<file path="src/rtl/mcode_pkg.sv">
// rtl/mcode_pkg.sv - shared microcode layout: control-word fields, sequencing codes, states, opcodes
package mcode_pkg;
   localparam int CTRL_LEN   = 15;
   localparam int CTRL_W_DEF = CTRL_LEN;
   localparam int UPC_W_DEF  = 4;

   typedef logic [CTRL_LEN-1:0] ctrl_t;

   localparam int B_PCWRITE     = 14;
   localparam int B_PCWRITECOND = 13;
   localparam int B_IORD        = 12;
   localparam int B_MEMWRITE    = 11;
   localparam int B_IRWRITE     = 10;
   localparam int B_MEMTOREG    = 9;
   localparam int B_PCSRC       = 7;
   localparam int B_ALUOP       = 5;
   localparam int B_ALUSRCB     = 3;
   localparam int B_ALUSRCA     = 2;
   localparam int B_REGWRITE    = 1;
   localparam int B_REGDST      = 0;

   typedef enum logic [1:0] {
      AC_FETCH = 2'd0,
      AC_DISP1 = 2'd1,
      AC_DISP2 = 2'd2,
      AC_SEQ   = 2'd3
   } addrctl_t;

   localparam logic [3:0] S_FETCH    = 4'd0;
   localparam logic [3:0] S_DECODE   = 4'd1;
   localparam logic [3:0] S_MEMADDR  = 4'd2;
   localparam logic [3:0] S_MEMREAD  = 4'd3;
   localparam logic [3:0] S_MEMWB    = 4'd4;
   localparam logic [3:0] S_MEMWRITE = 4'd5;
   localparam logic [3:0] S_REXEC    = 4'd6;
   localparam logic [3:0] S_ALUWB    = 4'd7;
   localparam logic [3:0] S_BRANCH   = 4'd8;
   localparam logic [3:0] S_JUMP     = 4'd9;
   localparam logic [3:0] S_EXC      = 4'd10;

   localparam logic [5:0] OP_RTYPE = 6'h00;
   localparam logic [5:0] OP_LW    = 6'h23;
   localparam logic [5:0] OP_SW    = 6'h2B;
   localparam logic [5:0] OP_BEQ   = 6'h04;
   localparam logic [5:0] OP_J     = 6'h02;

   // pw pwc iord mw irw m2r pcsrc aluop srcb srca rw rd
   localparam ctrl_t CW_FETCH   = 15'b1_0_0_0_1_0_00_00_01_0_0_0;
   localparam ctrl_t CW_DECODE  = 15'b0_0_0_0_0_0_00_00_11_0_0_0;
   localparam ctrl_t CW_MEMADDR = 15'b0_0_0_0_0_0_00_00_10_1_0_0;
   localparam ctrl_t CW_MEMREAD = 15'b0_0_1_0_0_0_00_00_00_0_0_0;
   localparam ctrl_t CW_MEMWB   = 15'b0_0_0_0_0_1_00_00_00_0_1_0;
   localparam ctrl_t CW_MEMWR   = 15'b0_0_1_1_0_0_00_00_00_0_0_0;
   localparam ctrl_t CW_REXEC   = 15'b0_0_0_0_0_0_00_10_00_1_0_0;
   localparam ctrl_t CW_ALUWB   = 15'b0_0_0_0_0_0_00_00_00_0_1_1;
   localparam ctrl_t CW_BRANCH  = 15'b0_1_0_0_0_0_01_01_00_1_0_0;
   localparam ctrl_t CW_JUMP    = 15'b1_0_0_0_0_0_10_00_00_0_0_0;
   localparam ctrl_t CW_EXC     = 15'b1_0_0_0_0_0_11_00_00_0_0_0;

   // Architectural-state writes suppressed while a memory access is still pending
   localparam ctrl_t STALL_CLR = ctrl_t'((1 << B_PCWRITE) | (1 << B_PCWRITECOND) |
                                         (1 << B_IRWRITE) | (1 << B_REGWRITE));
endpackage

</file>
<file path="src/rtl/mcode_rom.sv">
// rtl/mcode_rom.sv - combinational microcode store and opcode dispatch tables
// MCODE_SEQ_EXC_EN: populates microstate 10 and routes illegal opcodes to it
module mcode_rom import mcode_pkg::*; #(
   parameter int UPC_W = UPC_W_DEF
) (
   input  logic [UPC_W-1:0] upc,
   input  logic [5:0]       op,
   output ctrl_t            ctrl,
   output logic             wait_bit,
   output addrctl_t         addrctl,
   output logic             valid,
   output logic [3:0]       disp1,
   output logic [3:0]       disp2
);
`ifdef MCODE_SEQ_EXC_EN
   localparam logic [3:0] ILLEGAL_TGT = S_EXC;
`else
   localparam logic [3:0] ILLEGAL_TGT = S_FETCH;
`endif

   logic       in_range;
   logic [3:0] idx;

   assign in_range = (upc <= UPC_W'(S_EXC));
   assign idx      = upc[3:0];

   always_comb begin
      ctrl     = '0;
      wait_bit = 1'b0;
      addrctl  = AC_FETCH;
      valid    = in_range;
      if (in_range) begin
         case (idx)
            S_FETCH:    begin ctrl = CW_FETCH;   wait_bit = 1'b1; addrctl = AC_SEQ;   end
            S_DECODE:   begin ctrl = CW_DECODE;  addrctl = AC_DISP1;                  end
            S_MEMADDR:  begin ctrl = CW_MEMADDR; addrctl = AC_DISP2;                  end
            S_MEMREAD:  begin ctrl = CW_MEMREAD; wait_bit = 1'b1; addrctl = AC_SEQ;   end
            S_MEMWB:    ctrl = CW_MEMWB;
            S_MEMWRITE: begin ctrl = CW_MEMWR;   wait_bit = 1'b1;                     end
            S_REXEC:    begin ctrl = CW_REXEC;   addrctl = AC_SEQ;                    end
            S_ALUWB:    ctrl = CW_ALUWB;
            S_BRANCH:   ctrl = CW_BRANCH;
            S_JUMP:     ctrl = CW_JUMP;
`ifdef MCODE_SEQ_EXC_EN
            S_EXC:      ctrl = CW_EXC;
`endif
            default:    valid = 1'b0;
         endcase
      end
   end

   always_comb begin
      case (op)
         OP_RTYPE:     disp1 = S_REXEC;
         OP_LW, OP_SW: disp1 = S_MEMADDR;
         OP_BEQ:       disp1 = S_BRANCH;
         OP_J:         disp1 = S_JUMP;
         default:      disp1 = ILLEGAL_TGT;
      endcase
      case (op)
         OP_LW:   disp2 = S_MEMREAD;
         OP_SW:   disp2 = S_MEMWRITE;
         default: disp2 = ILLEGAL_TGT;
      endcase
   end
endmodule

</file>
<file path="src/rtl/mcode_seq.sv">
// rtl/mcode_seq.sv - microcoded multicycle control sequencer with stall masking and retire counter
// MCODE_SEQ_EXC_EN: illegal opcodes trap to an exception microstate and raise exc
module mcode_seq import mcode_pkg::*; #(
   parameter int UPC_W  = UPC_W_DEF,
   parameter int CTRL_W = CTRL_W_DEF,
   parameter int CNT_W  = 16
) (
   input  logic              clk,
   input  logic              reset,
   input  logic [5:0]        op,
   input  logic              mem_ready,
   output logic [CTRL_W-1:0] ctrl,
   output logic [UPC_W-1:0]  upc,
   output logic              exc,
   output logic [CNT_W-1:0]  instr_count
);
   ctrl_t      rom_ctrl;
   logic       wait_bit;
   logic       valid;
   addrctl_t   addrctl;
   logic [3:0] disp1;
   logic [3:0] disp2;

   logic             hold;
   logic             mask_en;
   logic             advance;
   logic             retire;
   logic [UPC_W-1:0] upc_next;

   mcode_rom #(.UPC_W(UPC_W)) u_rom (
      .upc      (upc),
      .op       (op),
      .ctrl     (rom_ctrl),
      .wait_bit (wait_bit),
      .addrctl  (addrctl),
      .valid    (valid),
      .disp1    (disp1),
      .disp2    (disp2)
   );

   assign hold    = wait_bit & ~mem_ready;
   // While held in reset the fetch word is presented as not-yet-ready
   assign mask_en = wait_bit & (~mem_ready | ~reset);
   assign advance = ~hold;
   assign retire  = advance & valid & (addrctl == AC_FETCH);
   assign ctrl    = mask_en ? (rom_ctrl & ~STALL_CLR) : rom_ctrl;

`ifdef MCODE_SEQ_EXC_EN
   assign exc = (upc == UPC_W'(S_EXC));
`else
   assign exc = 1'b0;
`endif

   always_comb begin
      upc_next = '0;
      if (valid) begin
         case (addrctl)
            AC_FETCH: upc_next = '0;
            AC_DISP1: upc_next = UPC_W'(disp1);
            AC_DISP2: upc_next = UPC_W'(disp2);
            default:  upc_next = upc + UPC_W'(1);
         endcase
      end
   end

   always_ff @(posedge clk or negedge reset) begin
      if (!reset) begin
         upc         <= '0;
         instr_count <= '0;
      end else begin
         if (advance)
            upc <= upc_next;
         if (retire)
            instr_count <= instr_count + CNT_W'(1);
      end
   end
endmodule

</file>
<file path="config.mk">
export PLATFORM = sky130hd
export DESIGN_NAME = mcode_seq
export DESIGN_NICKNAME = d
export VERILOG_FILES = /design/src/rtl/mcode_pkg.sv /design/src/rtl/mcode_rom.sv /design/src/rtl/mcode_seq.sv
export SDC_FILE = /design/constraint.sdc
export NUM_CORES = 1
export LEC_CHECK = 0
export ABC_AREA = 1
export CAP_MARGIN = 0
export CORE_ASPECT_RATIO = 0.9
export CORE_MARGIN = 2
export CORE_UTILIZATION = 43
export CTS_BUF_LIST = sky130_fd_sc_hd__clkbuf_4
export DETAILED_ROUTE_END_ITERATION = 10
export PLACE_DENSITY = 0.72
export SLEW_MARGIN = 20
export SYNTH_ARGS = -nofsm -noshare
export SYNTH_HDL_FRONTEND = slang
export SYNTH_SLANG_ARGS = --single-unit
</file>
<file path="constraint.sdc">
create_clock -name clk -period 2.9 [get_ports clk]
set_input_delay 0.435 -clock clk [delete_from_list [all_inputs] [get_ports clk]]
set_output_delay 0.435 -clock clk [all_outputs]
set_load 0.03 [all_outputs]
</file>
==> results.py <==
metrics = {
    "die": {
        "start_util_pct": 44.82,
        "die_x_um": 69.50,
        "die_h_um": 62.95,
        "dieArea_um2": 4375,
        "rows": 21,
        "coreArea_um2": 3705,
        "ios": 45,
    },
    "yosys": {
        "synth_compound_area_share_pct": 4.220,
        "synthDistinctLibCells": 29,
        "avgSynthCellArea_um2": 6.976,
        "synth-async-reset-ratio_pct": 100.0,
        "synth_seq_cells": 20,
        "synth-edff-count": 0,
        "synth_most_common_cell": "nand2_1",
        "synth_fa_ha_area_share_pct": 3.768,
        "syn-num-nets": 252,
        "yosys.area_share.simple_pct": 44.99,
        "syn-cell-area_um2": 1660,
        "ys_top_cells_by_count": "nand2_1 (87), inv_1 (24), nor2_1 (24)",
        "yosysSeqAreaShare_pct": 30.14,
        "synth_area_leader_cell": "dfrtp_1",
        "synthFlopType": "dfrtp_1",
        "yosysTopAreaCellShare_pct": 30.14,
        "synth_top_family_by_area": "simple AND/OR/NAND/NOR gates",
        "ys_warn_count": 0,
        "synth_xor_area_share_pct": 7.385,
        "synthTopCellsByArea": "dfrtp_1 (30%), nand2_1 (20%), inv_1 (5.4%)",
        "synthCells": 238,
        "muxShareOfSynthArea_pct": 0,
    },
    "power": {
        "internal_power_mw": 0.9071,
        "irDropWorstVdd_mv": 0.3405,
        "power_density_nw_per_um2": 879.8,
        "switchingPower_mw": 0.9930,
        "power_frac_seq_pct": 20.6,
        "swShare_pct": 52.26,
        "clkPwrFrac_pct": 12.3,
        "p_leak_nw": 1.142,
        "p_comb_share_pct": 67.2,
        "finalPower_mw": 1.900,
    },
    "final_layout": {
        "multi_input_area_um2": 1006,
        "diodes": 0,
        "utilization_pct": 58.29,
        "stdcell_area_um2": 2160,
        "syn_to_final_growth_pct": 30.07,
        "seq_area_um2": 500.5,
        "fillers": 364,
        "layoutNonFillerInstCount": 328,
        "final_layout_size_suffix_gt1_share_pct": 11.70,
        "finalNetCount": 297,
    },
    "placed_design": {
        "dp_cells": 323,
        "hpwlAfterDp_um": 2843,
        "place_area_um2": 2100,
        "routabilityCongestion": 0.8942,
        "port_buffers": 43,
    },
    "sta": {
        "fin_crit_ps": 2686,
        "timing.fmax_mhz": 372.3,
        "drv_slew": 0,
        "hold_viol_final": 0,
        "tns_ps": 0,
        "finClkSkew_ps": 6.520,
        "rsz0062_at_grt": "false",
        "finalCritPeriodShare_pct": 92.62,
        "setup_violations": 0,
    },
    "critical_path": {
        "start_kind": "flip-flop",
        "rrSetupSlack_ps": 950,
        "ff2ff_path_depth": 8,
        "cp_slowest_cell": "clkdlybuf4s50_1",
        "timing.critical_path.buf_inv": 3,
        "worstReg2RegStart": "upc[0]",
        "path_cells": "inv_1 > ha_1 > nor2_1 > o21ai_2 > nand2_1 > inv_1 > clkdlybuf4s50_1",
        "max_stage_delay_ps": 580,
        "crit_type": "flip-flop to output pin",
        "cp.arrival_ps": 2250,
        "cpMostUsedCell": "inv_1",
        "crit_fanout": 6,
        "cp.required_ps": 2470,
        "path_delay_family": "buffers and inverters",
        "r2r_end": "instr_count[15]",
        "worstSetupEndpointType": "output pin",
        "path_depth": 7,
    },
    "grt": {
        "grt_pass1_wl_um": 5961,
        "grt_pass1_vias": 1328,
        "overflow": 0,
        "grt_usage_pct": 16.51,
        "antenna_found_initial": 0,
        "grt_max_degree": 21,
    },
    "min_path": {
        "hp-class": "primary input to async pin",
    },
    "clock_network": {
        "cts_buffer_depth": 2,
        "cts_tree": "built",
        "cts-root-buf": "clkbuf_4",
        "path_clk_slew_ps": 120,
        "cts_sinks": 20,
        "cts_hold_buf": 0,
        "htree_num_levels": 1,
        "cts_made_buffers": 3,
        "clkLatencyLatePin_ps": 310,
    },
    "job": {
        "drv_cap": 0,
    },
    "routing": {
        "drt_iter0_markers": 69,
        "dr_total_vias": 1549,
        "antenna_left": 0,
        "first_pass_iters": 4,
        "wirelength_um": 3594,
        "wire_per_inst_um": 10.96,
        "remaining_drc_errors": 0,
        "via_per_inst": 4.723,
    },
    "outcome": {
        "status": "finished, final reports clean",
    },
}
## registers in the layout, summed over array words and instances, names as in the netlist
register and flops:
instr_count 16, upc 4
## metal layers
metal  vias to the layer above  track usage [%]  share of wire (%)
met5                         -                0                  0
li1                        822                -                  -
met4                         0            2.941               0.33
met3                         2            2.903                4.5
met2                        38            26.44                 45
met1                       687            23.59                 50
## cell usage in the layout (no fill, tap or decap), drive strengths merged
| cell type | count |
|---|---|
| a21oi | 4 |
| buf | 5 |
| bufinv | 1 |
| clkbuf | 3 |
| clkdlybuf4s50 | 40 |
| conb | 1 |
| dfrtp | 20 |
| ha | 5 |
| inv | 28 |
| nand2 | 94 |
| nand3 | 22 |
| nand3b | 3 |
| nand4 | 4 |
| nor2 | 29 |
| nor3 | 1 |
| o21ai | 7 |
| or2 | 1 |
| xnor2 | 6 |
| xor2 | 8 |
## stage by stage
stage	setup slack, ps	hold slack, ps
after floorplan	423.2	139.4
after global placement	471.1	512.7
after detailed placement	416.6	528.9
after CTS	44.49	544.7
after global routing	61.71	548.0
final	214.1	525.4
## power groups by stage
stage          Clock, mW  Sequential (mW)  Combinational, mW
4_1_cts            0.239            0.391               1.28
2_1_floorplan          0            0.454              0.892
3_3_place_gp           0            0.394               1.27
5_1_grt            0.250            0.401               1.39
6_report           0.233            0.391               1.28
3_5_place_dp           0            0.397               1.28
## cell families after synthesis
group	count (synthesis)
adder cells (fa/ha/maj)	5
XOR/XNOR	14
other	1
AND/OR/NAND/NOR	154
flip-flops	20
buffers and inverters	33
AO/OA/AOI/OAI	11
## worst max-delay path by stage
| stage | startpoint | endpoint | slack [ps] |
|---|---|---|---|
| after floorplan | upc[0] | ctrl[14] | 420 |
| after global placement | upc[0] | ctrl[2] | 470 |
| after detailed placement | upc[0] | ctrl[2] | 420 |
| after CTS | upc[0] | ctrl[2] | 40 |
| after global routing | upc[0] | ctrl[2] | 60 |
| final | upc[0] | ctrl[2] | 210 |
## final cells by class
| cell class | count | area share (%) |
|---|---|---|
| clock buffer | 3 | 1.043 |
| clock inverter | 1 | 1.390 |
| inverter | 28 | 4.867 |
| multi-input combinational | 185 | 46.58 |
| sequential | 20 | 23.17 |
| tap | 46 | 2.665 |
| timing repair buffer | 45 | 20.28 |
## timing repair
action / in CTS / in global routing
resized for setup: 0 / 0
endpoints found under the hold margin: 0 / 0
buffers inserted: 0 / 1
setup endpoints to repair: 0 / 1
No activity file was read; power rests on OpenSTA's default activity.
